===== src/rtl/mem_access_unit.sv =====
`timescale 1ns/1ps
// mem_access_unit: MEM-stage load/store initiator driving a single-port DataMemory.
// Sub-word stores are done as read-modify-write; loads are extracted and extended
// from the addressed lane. The pipeline is stalled while an access is in flight.
module mem_access_unit #(
    parameter int unsigned ADDR_W      = 32,
    parameter int unsigned ALIGN_CHECK = 1
) (
    input  logic              clk,
    input  logic              reset,
    input  logic              req_valid,
    input  logic              req_load,
    input  logic              req_store,
    input  logic [1:0]        req_size,
    input  logic              req_unsigned,
    input  logic [ADDR_W-1:0] req_addr,
    input  logic [31:0]       req_wdata,
    output logic              stall,
    output logic              resp_valid,
    output logic [31:0]       resp_rdata,
    output logic              misalign_err,
    output logic              Mem_read,
    output logic              Mem_write,
    output logic [ADDR_W-1:0] Mem_address,
    output logic [31:0]       Write_data,
    input  logic [31:0]       Read_Data
);

    localparam int unsigned DATA_W  = 32;
    localparam int unsigned HALF_W  = 16;
    localparam int unsigned BYTE_W  = 8;
    localparam logic [1:0]  SZ_BYTE = 2'b00;
    localparam logic [1:0]  SZ_HALF = 2'b01;

    typedef enum logic [2:0] {
        S_IDLE   = 3'd0,
        S_RD     = 3'd1,
        S_RDWAIT = 3'd2,
        S_WR     = 3'd3,
        S_RESP   = 3'd4
    } state_e;

    // Registered state and latched request
    state_e              state_q,      state_d;
    logic                load_q,       load_d;
    logic [1:0]          size_q,       size_d;
    logic                uns_q,        uns_d;
    logic [1:0]          lane_q,       lane_d;
    logic [HALF_W-1:0]   sdata_q,      sdata_d;
    logic [ADDR_W-1:0]   mem_addr_q,   mem_addr_d;
    logic                mem_read_q,   mem_read_d;
    logic                mem_write_q,  mem_write_d;
    logic [DATA_W-1:0]   write_data_q, write_data_d;
    logic                resp_valid_q, resp_valid_d;
    logic [DATA_W-1:0]   resp_rdata_q, resp_rdata_d;

    // Request decode
    logic                req_go;
    logic                req_word;
    logic                misaligned;
    logic                accept;
    logic [1:0]          req_lane;

    // Read datapath
    logic [BYTE_W-1:0]   rd_byte;
    logic [HALF_W-1:0]   rd_half;
    logic [DATA_W-1:0]   load_ext;
    logic [DATA_W-1:0]   merged;

    // Decode the incoming request: alignment, acceptance and effective byte lane
    always_comb begin
        req_go     = req_valid & (req_load | req_store);
        req_word   = req_size[1];
        misaligned = (ALIGN_CHECK != 0) &&
                     (((req_size == SZ_HALF) && req_addr[0]) ||
                      (req_word && (req_addr[1:0] != 2'b00)));
        accept     = (state_q == S_IDLE) && req_go && !misaligned;
        unique case (req_size)
            SZ_BYTE: req_lane = req_addr[1:0];
            SZ_HALF: req_lane = {req_addr[1], 1'b0};
            default: req_lane = 2'b00;
        endcase
    end

    // Extract/extend the loaded lane and merge store data into the read word
    always_comb begin
        rd_byte = Read_Data[{lane_q, 3'b000} +: BYTE_W];
        rd_half = Read_Data[{lane_q[1], 4'b0000} +: HALF_W];
        merged  = Read_Data;
        unique case (size_q)
            SZ_BYTE: begin
                load_ext = uns_q ? {24'h0, rd_byte} : {{24{rd_byte[7]}}, rd_byte};
                merged[{lane_q, 3'b000} +: BYTE_W] = sdata_q[BYTE_W-1:0];
            end
            SZ_HALF: begin
                load_ext = uns_q ? {16'h0, rd_half} : {{16{rd_half[15]}}, rd_half};
                merged[{lane_q[1], 4'b0000} +: HALF_W] = sdata_q;
            end
            default: begin
                load_ext = Read_Data;
            end
        endcase
    end

    // FSM next state, request latching and next values of registered outputs
    always_comb begin
        state_d      = state_q;
        load_d       = load_q;
        size_d       = size_q;
        uns_d        = uns_q;
        lane_d       = lane_q;
        sdata_d      = sdata_q;
        mem_addr_d   = mem_addr_q;
        write_data_d = write_data_q;
        resp_rdata_d = resp_rdata_q;
        stall        = 1'b0;
        misalign_err = 1'b0;

        unique case (state_q)
            S_IDLE: begin
                misalign_err = req_go & misaligned;
                if (accept) begin
                    stall      = 1'b1;
                    load_d     = req_load;
                    size_d     = req_size;
                    uns_d      = req_unsigned;
                    lane_d     = req_lane;
                    sdata_d    = req_wdata[HALF_W-1:0];
                    mem_addr_d = {req_addr[ADDR_W-1:2], 2'b00};
                    if (req_load || !req_word) begin
                        state_d = S_RD;
                    end else begin
                        state_d      = S_WR;
                        write_data_d = req_wdata;
                    end
                end
            end
            S_RD: begin
                stall   = 1'b1;
                state_d = S_RDWAIT;
            end
            S_RDWAIT: begin
                stall = 1'b1;
                if (load_q) begin
                    resp_rdata_d = load_ext;
                    state_d      = S_RESP;
                end else begin
                    write_data_d = merged;
                    state_d      = S_WR;
                end
            end
            S_WR: begin
                stall   = 1'b1;
                state_d = S_RESP;
            end
            S_RESP: begin
                state_d = S_IDLE;
            end
            default: begin
                state_d = S_IDLE;
            end
        endcase

        mem_read_d   = (state_d == S_RD);
        mem_write_d  = (state_d == S_WR);
        resp_valid_d = (state_d == S_RESP);
    end

    // State and output registers; reset drops any in-flight access immediately
    always_ff @(posedge clk or posedge reset) begin
        if (reset) begin
            state_q      <= S_IDLE;
            load_q       <= 1'b0;
            size_q       <= 2'b00;
            uns_q        <= 1'b0;
            lane_q       <= 2'b00;
            sdata_q      <= '0;
            mem_addr_q   <= '0;
            mem_read_q   <= 1'b0;
            mem_write_q  <= 1'b0;
            write_data_q <= '0;
            resp_valid_q <= 1'b0;
            resp_rdata_q <= '0;
        end else begin
            state_q      <= state_d;
            load_q       <= load_d;
            size_q       <= size_d;
            uns_q        <= uns_d;
            lane_q       <= lane_d;
            sdata_q      <= sdata_d;
            mem_addr_q   <= mem_addr_d;
            mem_read_q   <= mem_read_d;
            mem_write_q  <= mem_write_d;
            write_data_q <= write_data_d;
            resp_valid_q <= resp_valid_d;
            resp_rdata_q <= resp_rdata_d;
        end
    end

    assign Mem_read    = mem_read_q;
    assign Mem_write   = mem_write_q;
    assign Mem_address = mem_addr_q;
    assign Write_data  = write_data_q;
    assign resp_valid  = resp_valid_q;
    assign resp_rdata  = resp_rdata_q;

endmodule


===== config.mk =====
export PLATFORM = sky130hd
export DESIGN_NAME = mem_access_unit
export DESIGN_NICKNAME = d
export VERILOG_FILES = /design/src/rtl/mem_access_unit.sv
export SDC_FILE = /design/constraint.sdc
export NUM_CORES = 1
export LEC_CHECK = 0
export ABC_AREA = 1
export BUFFER_PORTS_ARGS = -buffer_cell sky130_fd_sc_hd__buf_4
export CAP_MARGIN = 10
export CELL_PAD_IN_SITES_DETAIL_PLACEMENT = 0
export CELL_PAD_IN_SITES_GLOBAL_PLACEMENT = 1
export CORE_MARGIN = 1
export CORE_UTILIZATION = 37
export DETAILED_ROUTE_END_ITERATION = 6
export HOLD_SLACK_MARGIN = 0.12
export PLACE_DENSITY_LB_ADDON = 0.25
export SETUP_SLACK_MARGIN = 0.05
export SKIP_CTS_REPAIR_TIMING = 1
export SLEW_MARGIN = 10
export SYNTH_ARGS = -nofsm -noshare
export SYNTH_HDL_FRONTEND = slang
export SYNTH_SLANG_ARGS = --single-unit

===== constraint.sdc =====
create_clock -name clk -period 4 [get_ports clk]
set_input_delay 0.2 -clock clk [delete_from_list [all_inputs] [get_ports clk]]
set_output_delay 0.2 -clock clk [all_outputs]
set_load 0.02 [all_outputs]

Word level (Yosys, flattened, before mapping)

Cells that the tools add are included.
Widths: inputs -> output; s select.

Register bits: 122
Bits in latches: 0
Bits in writable memories: 0
Memory bits (read-only): 0
Input port bits: 104
Output and inout bits: 101
Memories kept: 0

$add $sub $neg: 2
Multiply operators: 0
Divide/modulo/power cells: 0
Magnitude comparators: 0
Equality and inequality tests: 11
Shift-type cells: 6
Muxes and demuxes: 18
Bitwise gates (word level): 3
Reductions and logical operators: 17

Operator list:

| cell                    | number |
|---|---|
| $pmux 32 s2             | 3 |
| $mux 32                 | 5 |
| $bwmux 32               | 2 |
| $shift 16x7->32 const A | 1 |
| $shift 8x7->32 const A  | 1 |
| $shiftx 16x7->32        | 1 |
| $shiftx 32x6->16        | 1 |
| $shiftx 32x6->8         | 1 |
| $shiftx 8x7->32         | 1 |
| $neg 5->7               | 2 |
| $pmux 3 s4              | 1 |
| $eq 3x2->1 const B      | 3 |
| $eq 3x1->1 const B      | 2 |
| $mux 3                  | 2 |
| $ne 2x2->1 const B      | 3 |
| $eq 2x1->1 const B      | 2 |
| $logic_and 1x1->1       | 4 |
| $logic_not 2->1         | 2 |
| $pmux 2 s2              | 1 |
| $reduce_and 2->1        | 2 |
| $reduce_and 4->1        | 1 |
| $reduce_bool 2->1       | 2 |
| $eq 3x3->1 const B      | 1 |
| $logic_not 3->1         | 1 |
| 8 further kinds         | 12 |

Longest topological paths before layout

Depth after elaboration: 8
Gate-level depth with buffers: 12
Gate-level depth less buffers: 10

Least setup slack after synthesis

Ideal clock, no wire load.

Path type: register to register
Start: reg lane_q[1]
End: reg write_data_q[28] (netlist: Write_data[28])
Library setup time: 0.065 ns
Arrival: 1.765 ns
Slack: 2.170 ns
Stages on the path, launching flop included: 11
Path buffers: 1
Period minus slack after synthesis: 1.830 ns
Path through: dfrtp_1 > inv_2 > clkbuf_1 > ha_1 > inv_1 > nand3_1 > o21ai_0 > nand2_1 > nand2_1 > nand3_1 > nand2_1

Cells in the longest elaborated chain, start to end: 6
Elaborated cells between the ends (all ways): 11
Classes of those cells: 2 x add/sub; 4 x shift; 5 x mux

Ends and longest elaborated chain:

| what                                     | line   | text |
|---|---|---|
| from (decl)                              | 48     | `logic [1:0] lane_q, lane_d;` |
| from (signal assigned)                   | 189    | `lane_q <= lane_d;` |
| $neg 5->7 (on tied branches)             | 97, 93 |  |
| $shiftx 16x7->32 (tied with other cells) | 97     | `merged[{lane_q[1], 4'b0000} +: HALF_W] = sdata_q;` |
| $bwmux 32 (on tied branches)             | 97, 93 |  |
| $pmux 32 s2 *                            | 90     | `unique case (size_q)` |
| $mux 32 *                                | 144    | `if (load_q) begin` |
| $pmux 32 s2 *                            | 119    | `unique case (state_q)` |
| to (signal assigned)                     | 194    | `write_data_q <= write_data_d;` |
| to (decl)                                | 53     | `logic [DATA_W-1:0] write_data_q, write_data_d;` |

Mark *: on every way between the ends. The rest lies on a longest branch, timed or not. The select of a mux whose other input is x is not followed.
A chain may end at the register's enable or synchronous reset.

Worst setup path in the final report

Start: in req_size[1]
End: out stall

Cells in the longest elaborated chain, start to end: 7
Elaborated cells between the ends (all ways): 8
Classes of those cells: 1 x eq/ne; 2 x mux; 5 x reduce/logical

Ends and longest elaborated chain:

| what                | line | text |
|---|---|---|
| from (decl)         | 14   | `input logic [1:0] req_size,` |
| $eq 2x1->1          | 75   | `(((req_size == SZ_HALF) && req_addr[0]) \|\|` |
| $logic_and 1x1->1   | 75   |  |
| $logic_or 1x1->1 *  | 75   |  |
| $logic_not 1->1 *   | 77   | `accept = (state_q == S_IDLE) && req_go && !misaligned;` |
| $logic_and 1x1->1 * | 77   |  |
| $mux 1 *            | 122  | `if (accept) begin` |
| $pmux 1 s2 *        | 119  |  |
| to (decl)           | 18   | `output logic stall,` |

Mark *: on every way between the ends. The rest lies on a longest branch, timed or not.

==> impl_metrics.toml <==
[worst_hold_path]
min_to = "Write_data[23]"
hp-start = "req_wdata[23]"
hold_path.class = "in2reg"
worstHoldPathCells = 4

[cells_and_area]
postLayoutCoreUtil_pct = 52.1
layout_common_cells = "420 x nand2_1, 211 x buf_4, 121 x dfrtp_1"
antennaDiodeCount = 0
synthToLayoutAreaGrowth_pct = 38.1
nets = 1396
final_cells = 1565
final_common_cell = "nand2_1"
drive_gt1_share_pct = 22.7

[worst_setup_path]
r2r_end = "lane_q[1]"
reg2reg_depth = 7
critPathTopFamily = "buffers and inverters"
max_stage_delay_ps = 560
worstPathMaxFanout = 48
start_kind = "input port"
rrSetupSlack_ps = 1560
crit_top_cell = "buf_4"
path_cells = "dlygate4sd3_1 > buf_4 > inv_2 > nand2_1 > a21boi_2 > nand2_2 > o21ai_0 > buf_4"
cp.arrival_ps = 2370
regToRegStartpoint = "state_q[1]"
critical_path_class = "in2out"
cp.buffers_inverters = 4
worstPathRequired_ps = 3800
endpoint_kind = "output pin"
crit_slowest_cell = "nand2_2"

[yosys]
synthCells = 1057
yosys_warnings = 0
yosys_register_bits = 122
async_reset_ff_share_pct = 100
synthFlopType = "dfrtp_1"
ys_types = 39
synth_area_mm2 = 0.00731
synth_edf_count = 0
seq_area_frac_synth_pct = 41.7
synth_area_per_cell_um2 = 6.92

[clock_tree]
cts_buffers = 17
numClockSinks = 122
worstSkewPairLatency_ps = 430
cts_tree = "done"
h-tree-depth = 4
path_clk_slew_ps = 60
cts_buffer_depth = 2
cts-root-buf = "clkbuf_16"

[floorplan]
row_count = 51
die_area_mm2 = 0.0203
initial_core_util_pct = 37.7
die_w_um = 143
core-area_mm2 = 0.0194
die_h_um = 143
io_pins = 205

[run_status]
status = "finished, final reports clean"

[placed_design]
dp.cells = 1475
gp_congestion = 0.864
numPortBuffers = 202
place.detailed.hpwl_um = 17900

[timing]
tns_ps = 0
tightest_slew_ps = 884
clock.fmax_ghz = 0.390
hold_viol_final = 0
holdWs_ps = 91.3
min_period_ps = 2570
drv_slew = 0
clock_skew_ps = 13.3
rsz0062_at_grt = "no"
fin_crit_sh_pct = 64.2
finalSetupViolations = 0
slew_headroom_pct = 40.9

[grt]
grt_use_met2_pct = 39.1
met1_usage_pct = 34.2
global_route.usage.met3_pct = 5.22
antenna_found_initial = 0
busiest_layer = "met2"
grt_max_degree = 50
grtUsageTotal_pct = 25.3
grt_pass1_wl_um = 39100
grt_pass1_vias = 7124
gr-total-overflow = 0

[drt]
finalWirelength_um = 25200
wire_per_inst_um = 16.1
drt_iter0_drc = 443
firstDrtPassIters = 5
route.detailed.drc = 0
drt-vias-per-instance = 4.90
ant_nets = 0
via_count = 7675

[job]
max_cap_viol_count = 0

[power]
p_per_area_mw_per_mm2 = 804
leakage_nw = 5.18
vdd_ir_drop_max_v = 0.000333
flip-flops by register name, indices dropped and copies added, names as in the netlist:
name	count
state_q	3
lane_q	2
Mem_write	1
sdata_q	16
resp_valid	1
load_q	1
Mem_address	30
resp_rdata	32
Mem_read	1
uns_q	1
size_q	2
Write_data	32
tightest hold or removal path, stage by stage:
cell and delay [ps]:
buf_4 80, or2_1 80, nand3_1 70, nand2_1 50
cell usage after synthesis, drive strengths merged (3+ instances only):
master | number | share of area [%]
a21boi | 6 | 0.67
a21oi | 65 | 5.8
buf | 42 | 3.8
clkbuf | 17 | 0.87
dfrtp | 122 | 42
ha | 5 | 0.86
inv | 76 | 3.9
nand2 | 424 | 22
nand3 | 97 | 6.7
nand4 | 6 | 0.72
nor2 | 105 | 5.9
nor3 | 3 | 0.27
o211ai | 5 | 0.51
o21ai | 62 | 4.2
or2 | 17 | 1.5
how the worst max path moves through the flow:
stage                            from               to  slack, ps  cells past startpoint
after CTS                  state_q[1]            stall       1430                      6
after detailed placement   state_q[1]        lane_q[1]       1500                      7
final                     req_size[1]            stall       1430                      8
after global routing       state_q[1]        lane_q[1]       1190                      7
after floorplan                 reset  Mem_address[10]        560                      1
after global placement     state_q[1]        lane_q[1]       1510                      7
layer usage:
layer / vias to the layer above / share of wire [%]
li1: 3796 / -
met1: 3567 / 44
met2: 271 / 47
met3: 41 / 5.7
met4: 0 / 3.0
met5: - / 0
final cells by class:
| type | count | area [um2] |
|---|---|---|
| well taps | 265 | 332 |
| multi-input cells | 801 | 3630 |
| flip-flops and latches | 122 | 3050 |
| clock buffers | 19 | 433 |
| clock inverters | 13 | 193 |
| inverters | 76 | 290 |
| fillers | 1980 | 9300 |
| repair buffers | 269 | 2160 |
per-stage QoR:
| step | worst slack [ps] | area (um2) | power (mW) |
|---|---|---|---|
| final | 1430 | 10100 | 8.12 |
| after global placement | 1510 | 8890 | 6.41 |
| after detailed placement | 1500 | 8890 | 6.44 |
| after floorplan | 557 | 7320 | 4.98 |
| after CTS | 1430 | 9520 | 8.13 |
| after global routing | 1190 | 10100 | 8.74 |
cell families after synthesis:
group	Yosys count	share of synthesized area (%)
compound gates	141	11.6
fa+ha+maj	5	0.855
other cells	1	0.0513
flops	122	41.7
simple gates	653	37.2
buf+inv	135	8.61
report_power, final:
part / total [mW] / internal, mW / switching (mW)
Clock: 1.65 / 1.05 / 0.602
Sequential: 2.27 / 1.83 / 0.442
Combinational: 4.20 / 1.51 / 2.69
Total: 8.12 / 4.39 / 3.74
Power figures use the tool's default switching activity.
